### src/rtl/dclk_bcd_counter.sv
// Two-digit BCD modulo-MOD counter driven by rising edges of a divided-clock
// level. Each high period of dclk advances the count once; a one-cycle tc
// pulse marks the wrap from MOD-1 to 0 so a following stage can cascade.
// Loads are range-checked and a rejected load raises a one-cycle err pulse.
module dclk_bcd_counter #(
   parameter int MOD = 60
) (
   input  logic       clk,
   input  logic       rst_b,
   input  logic       clr,
   input  logic       dclk,
   input  logic       en,
   input  logic       ld,
   input  logic [7:0] d_in,
   output logic [7:0] q,
   output logic       tc,
   output logic       err
);

   // Terminal count MOD-1 expressed as two BCD digits.
   localparam logic [3:0]  LAST_TENS  = 4'((MOD - 1) / 10);
   localparam logic [3:0]  LAST_UNITS = 4'((MOD - 1) % 10);
   localparam logic [7:0]  LAST_Q     = {LAST_TENS, LAST_UNITS};
   localparam logic [31:0] MOD_U      = 32'(MOD);

   logic       dclk_q;
   logic       rise;
   logic [7:0] q_nxt;
   logic       tc_nxt;
   logic       err_nxt;

   // A load value is acceptable only if both digits are decimal and the
   // two-digit value lies inside the counting range.
   function automatic logic load_ok(input logic [7:0] v);
      logic [31:0] val;
      val = 32'(v[7:4]) * 32'd10 + 32'(v[3:0]);
      return (v[7:4] <= 4'd9) && (v[3:0] <= 4'd9) && (val < MOD_U);
   endfunction

   // Per-digit BCD increment with modulus wrap; returns the wrap flag too.
   function automatic logic [8:0] bcd_step(input logic [7:0] v);
      if (v == LAST_Q)
         return {1'b1, 8'h00};
      else if (v[3:0] == 4'd9)
         return {1'b0, v[7:4] + 4'd1, 4'd0};
      else
         return {1'b0, v[7:4], v[3:0] + 4'd1};
   endfunction

   // Rising edge of the dclk level; dclk_q resets high so a dclk already
   // high when reset releases never looks like an edge.
   assign rise = dclk & ~dclk_q;

   // Next-state selection: clr beats ld, ld beats a counted edge.
   always_comb begin
      q_nxt   = q;
      tc_nxt  = 1'b0;
      err_nxt = 1'b0;
      if (clr) begin
         q_nxt = 8'h00;
      end else if (ld) begin
         if (load_ok(d_in))
            q_nxt = d_in;
         else
            err_nxt = 1'b1;
      end else if (rise && en) begin
         {tc_nxt, q_nxt} = bcd_step(q);
      end
   end

   // State and output registers; the edge detector samples dclk every cycle.
   always_ff @(posedge clk or negedge rst_b) begin
      if (!rst_b) begin
         dclk_q <= 1'b1;
         q      <= 8'h00;
         tc     <= 1'b0;
         err    <= 1'b0;
      end else begin
         dclk_q <= dclk;
         q      <= q_nxt;
         tc     <= tc_nxt;
         err    <= err_nxt;
      end
   end

endmodule

### config.mk
export PLATFORM = sky130hd
export DESIGN_NAME = dclk_bcd_counter
export DESIGN_NICKNAME = d
export VERILOG_FILES = /design/src/rtl/dclk_bcd_counter.sv
export SDC_FILE = /design/constraint.sdc
export NUM_CORES = 1
export LEC_CHECK = 0
export ABC_AREA = 1
export BUFFER_PORTS_ARGS = -buffer_cell sky130_fd_sc_hd__buf_4
export CAP_MARGIN = 10
export CORE_MARGIN = 3
export CORE_UTILIZATION = 48
export DETAILED_ROUTE_END_ITERATION = 7
export GPL_TIMING_DRIVEN = 0
export HOLD_SLACK_MARGIN = 0.05
export PLACE_DENSITY_LB_ADDON = 0.15
export REMOVE_ABC_BUFFERS = 1
export SYNTH_ARGS = -nofsm -noshare
export SYNTH_HDL_FRONTEND = slang
export SYNTH_SLANG_ARGS = --single-unit
### constraint.sdc
create_clock -name clk -period 1.4 [get_ports clk]
set_clock_uncertainty 0.2 [all_clocks]
set_input_delay 0.21 -clock clk [delete_from_list [all_inputs] [get_ports clk]]
set_output_delay 0.21 -clock clk [all_outputs]
set_load 0.005 [all_outputs]
# Word level (Yosys, flattened, before mapping)
# Index checks and enable logic that the tools add are counted.
# W data, S select, Z words.
# word_totals
input_bits,14
out_inout_bits,10
wordCells,36
register_bits,11
# op_classes
magnitude_cmp,3
n_bitwise,2
mux,12
n_eq_ne,3
n_mul,1
n_reduce_logical,7
addsub,3
# ops
cell,count
$mux W8,5
$add A8 B4 Y9,1
$lt A9 B6 Y1 const B,1
$mux W9,1
$add A4 B1 Y4 const B,2
$eq A8 B7 Y1 const B,1
$le A4 B4 Y1 const B,2
$mul A4 B3 Y7 const B,1
$mux W1,6
$eq A4 B4 Y1 const B,1
$reduce_bool A4 Y1,1
$logic_and A1 B1 Y1,3
$ne A3 B2 Y1 const B,1
$reduce_and A3 Y1,1
$reduce_bool A3 Y1,1
$reduce_and A2 Y1,1
$and A1 B1 Y1,1
$not A1 Y1,1

# Logic depth before layout (Yosys ltp)
# logic_depth
ltp_word,7
depth_mapped,15
ltp_nobuf,15

# Least setup slack after synthesis
# Ideal clock, no wire load.
# synth_path
path_type,input to register
start,in d_in[5]
end,reg q[2]
slack_ns,-0.919
stages,14
setup_ns,0.123
arrival_time_ns,1.996
required_ns,1.077
path_buffers,0
path_cell_list,ha_1 -> ha_1 -> fa_1 -> nand2_1 -> inv_1 -> nand3_1 -> nor2_1 -> nor2_1 -> nor2_2 -> nand2_2 -> nand2_8 -> nand2_8 -> nand2_2 -> o21ai_2
# synth_via
elab_chain_cells,6
word_cells_on_any_way,8
classes_between,add/sub (1); mul (1); order compare (2); eq/ne (1); reduce/logical (3)
# synth_rtl
element,line_no,rtl
from (decl),14,"input logic [7:0] d_in,"
$mul A4 B3 Y7,36,val = 32'(v[7:4]) * 32'd10 + 32'(v[3:0]);
$add A8 B4 Y9,36,
$lt A9 B6 Y1,37,return (v[7:4] <= 4'd9) && (v[3:0] <= 4'd9) && (val < MOD_U);
$logic_and A1 B1 Y1 (*),37,
$ne A3 B2 Y1 (no source line) (*),--,
$reduce_and A2 Y1 (no source line) (*),--,
to (signal assigned),80,q <= q_nxt;
to (decl),15,"output logic [7:0] q,"
# Mark *: on every way between the ends. The rest lies on a longest branch, timed or not.
# A chain may end at the register's enable or synchronous reset.

# Worst setup path in the final report
# layout_path
start,in d_in[7]
end,reg q[7]
# layout_via
elab_chain_cells,6
word_cells_on_any_way,11
classes_between,add/sub (1); mul (1); order compare (2); eq/ne (1); mux (3); reduce/logical (3)
# layout_rtl
element,line_no
$mul A4 B3 Y7,36
$add A8 B4 Y9,36
$lt A9 B6 Y1,37
$logic_and A1 B1 Y1,37
$ne A3 B2 Y1 (no source line),--
$reduce_and A3 Y1 (no source line),--
# Parallel ways exist; a longest one is shown, timed or not. The select of a mux whose other input is x is not followed.

==> results by group <==
Yosys
  • #FFs+latches synth: 11
  • Synth area leaders: dfrtp_1 (24%), ha_1 (12%), nand2_1 (10%)
  • Leading area contributor after synthesis: dfrtp_1
  • Syn Inst Count: 133
  • Most frequent cells after synthesis: nand2_1 (28), inv_1 (19), dfrtp_1 (10), ha_1 (10)
  • EDFF count, synth: 0
  • Synth unique cells: 27
  • Top FF cell, synth: dfrtp_1
  • Most common cell in the netlist: nand2_1
  • Post-synthesis sequential area ratio: a little over a quarter
  • Yosys warning count: 0
  • Cell area after synthesis: 1050 µm²
  • Share of the synthesized area in the top cell type: 23.9%
  • Asr flop ratio synth: 100%
  • Avg Synthesized Cell Area: 7.86 µm²

Clocking
  • Clk sinks: 11
  • Clk pin slew, worst setup/hold paths: 0.07 ns
  • Skew-Pair Late Insertion Delay: approximately 0.27 ns
  • Hold Buf Count CTS: 2
  • CTS Buf Count: 3
  • Clock buffer depth: 2
  • TritonCTS clock tree: built
  • H-tree depth: 1
  • Root buf cell: clkbuf_4

Critical path
  • Worst-path fanout max: 5
  • Req. time, crit path: 1.37 ns
  • Crit. End Element: flop
  • WS Path Type: in2reg
  • Nature of the critical path startpoint: input port
  • CP arrival: between 2 and 2.5 ns

Detailed routing
  • DR vias: about 1000
  • Initial DRC count: 9
  • DRT Pass-1 Iters: 4
  • Total Wirelength: 2.35 mm
  • Routed Antenna Nets: 0
  • Vias per cell: 5.19
  • Drt wl/cell: roughly 12 µm
  • Post-route DRC: 0

STA
  • Final Hold Vio Count: 0
  • Tcrit/Tclk final: 157%
  • Setup ws final: -0.803 ns
  • Fmax achieved: 0.454 GHz
  • RSZ-0062 raised after global routing: yes
  • Slew HR: around 61%
  • WHS: between 0.03 and 0.04 ns
  • Tmin final: roughly 2.2 ns
  • Least-Margin Pin Slew: between 0.5 and 0.6 ns
  • Final setup viols: 9
  • Final slew viol count: 0

Global route
  • Largest net degree at the start of global routing: 12
  • First-pass GRT wire length: 3.87 mm
  • GRT Total Usage: 18.8%
  • Initial antenna violation count: 0
  • Number of global-route vias before repair: 965
  • Gr ovfl total: 0

Power
  • Power per Cell Area: 734 nW/µm²
  • Total Power: between 1 and 1.5 mW
  • Leakage: a little over 0.7 nW
  • Maximum vdd drop: 0.612 mV

Placement
  • DP Area: around 1300 µm²
  • DP Wirelength: 1.84 mm
  • Worst slack, placed: -1.22 ns
  • Total placed cells including tap cells: 183
  • PortBufs: 23
  • GPL Wtd Cong: 0.857

Outcome
  • Status: finished, violations left
  • Violated checks: setup timing

Min path
  • HP Class: in2reg

Die
  • Cell Rows: 16
  • Die Width: 52.7 µm
  • Die Y: 52.7 µm
  • I/O Pins: 24
  • Die area: 2780 µm²
  • Starting density of the core: slightly above 50%
  • Core area: approximately 2000 µm²

Layout
  • Design area: between 1000 and 1500 µm²
  • Nets: 193
  • N_diodes: 0
  • Final non-filler cell total: 193
  • Layout cell share with drive strength beyond 1: between 30% and 40%
  • Area Growth Syn to Fin: 33.4%

Run
  • Maxcap violations: 0
[stage by stage]
step,util (%),TNS (ns)
final,69.0,-6.97
after global routing,69.0,-8.07
after floorplan,-,-8.07
after CTS,67.8,-6.95
after global placement,61.9,-10.35
after detailed placement,61.9,-10.79
[layout make-up]
type,instances,area (µm²)
inverter,21,80.1
fill,158,627
sequential,11,278
timing repair buffer,28,226
multi-input combinational,102,751
tap,27,33.8
clock buffer,4,26.3
[registers in the layout (all words and copies together), names as in the netlist]
signal and flops:
tc 1, dclk_q 1, err 1, q 8
[per-layer routing]
metal / vias up / wire length [µm] / global-route usage, %
met5: - / 0 / 0
met4: 0 / 53 / 5.53
met3: 9 / 108 / 5.70
met2: 25 / 1190 / 32.6
met1: 459 / 993 / 22.0
li1: 509 / - / -
[critical path, stage by stage]
cell,delay (ns)
buf_8,0.10
ha_4,0.24
ha_4,0.16
fa_1,0.54
nand2_2,0.08
inv_2,0.06
nand3_2,0.06
nor2_2,0.12
nor2_1,0.05
nor2_2,0.13
nand2_4,0.10
nand2_8,0.10
nand3_4,0.09
nand2_1,0.07
nand2_1,0.04
[cell usage in the layout, fill, tap and decap left out, drive strengths merged, types with 3 or more instances in the layout]
cell	count
nand4	6
buf	26
dfrtp	10
o21ai	8
nand3b	3
nand2	41
clkbuf	4
nor2	10
inv	20
nand3	11
ha	10
[path summary, 6_finish.rpt]
path | startpoint | to | slack, ns | depth (start not counted)
setup / recovery | d_in[7] | q[7] | -0.80 | 15
hold / removal | ld | tc | 0.03 | 3
setup reg to reg | q[1] | q[3] | -0.29 | 7
hold reg to reg | q[7] | q[7] | 0.34 | 2
max in group asynchronous | rst_b | dclk_q | 0.67 | 2
min in group asynchronous | rst_b | q[5] | 0.10 | 2
[timing repair]
action,CTS,global route
buffers inserted,2,1
endpoints found under the hold margin,13,1
setup endpoints to repair,9,10
pin swaps,9,7
resized for setup,10,7
gates cloned,1,0
[power breakdown]
part	internal, mW	switching [mW]
registers	0.348	0.0436
clock network	0.110	0.107
logic	0.196	0.220
total	0.654	0.370
[logic make-up after synthesis]
logic type / count (synthesis) / share of synthesized area [%]
xor gates and xnor gates: 3 / 2.51
AOI/OAI and AO/OA: 14 / 8.25
adders and majority gates: 12 / 15.8
and+or+nand+nor: 72 / 39.4
buffers and inverters: 21 / 7.65
DFF: 11 / 26.4
Power figures use the tool's default switching activity.
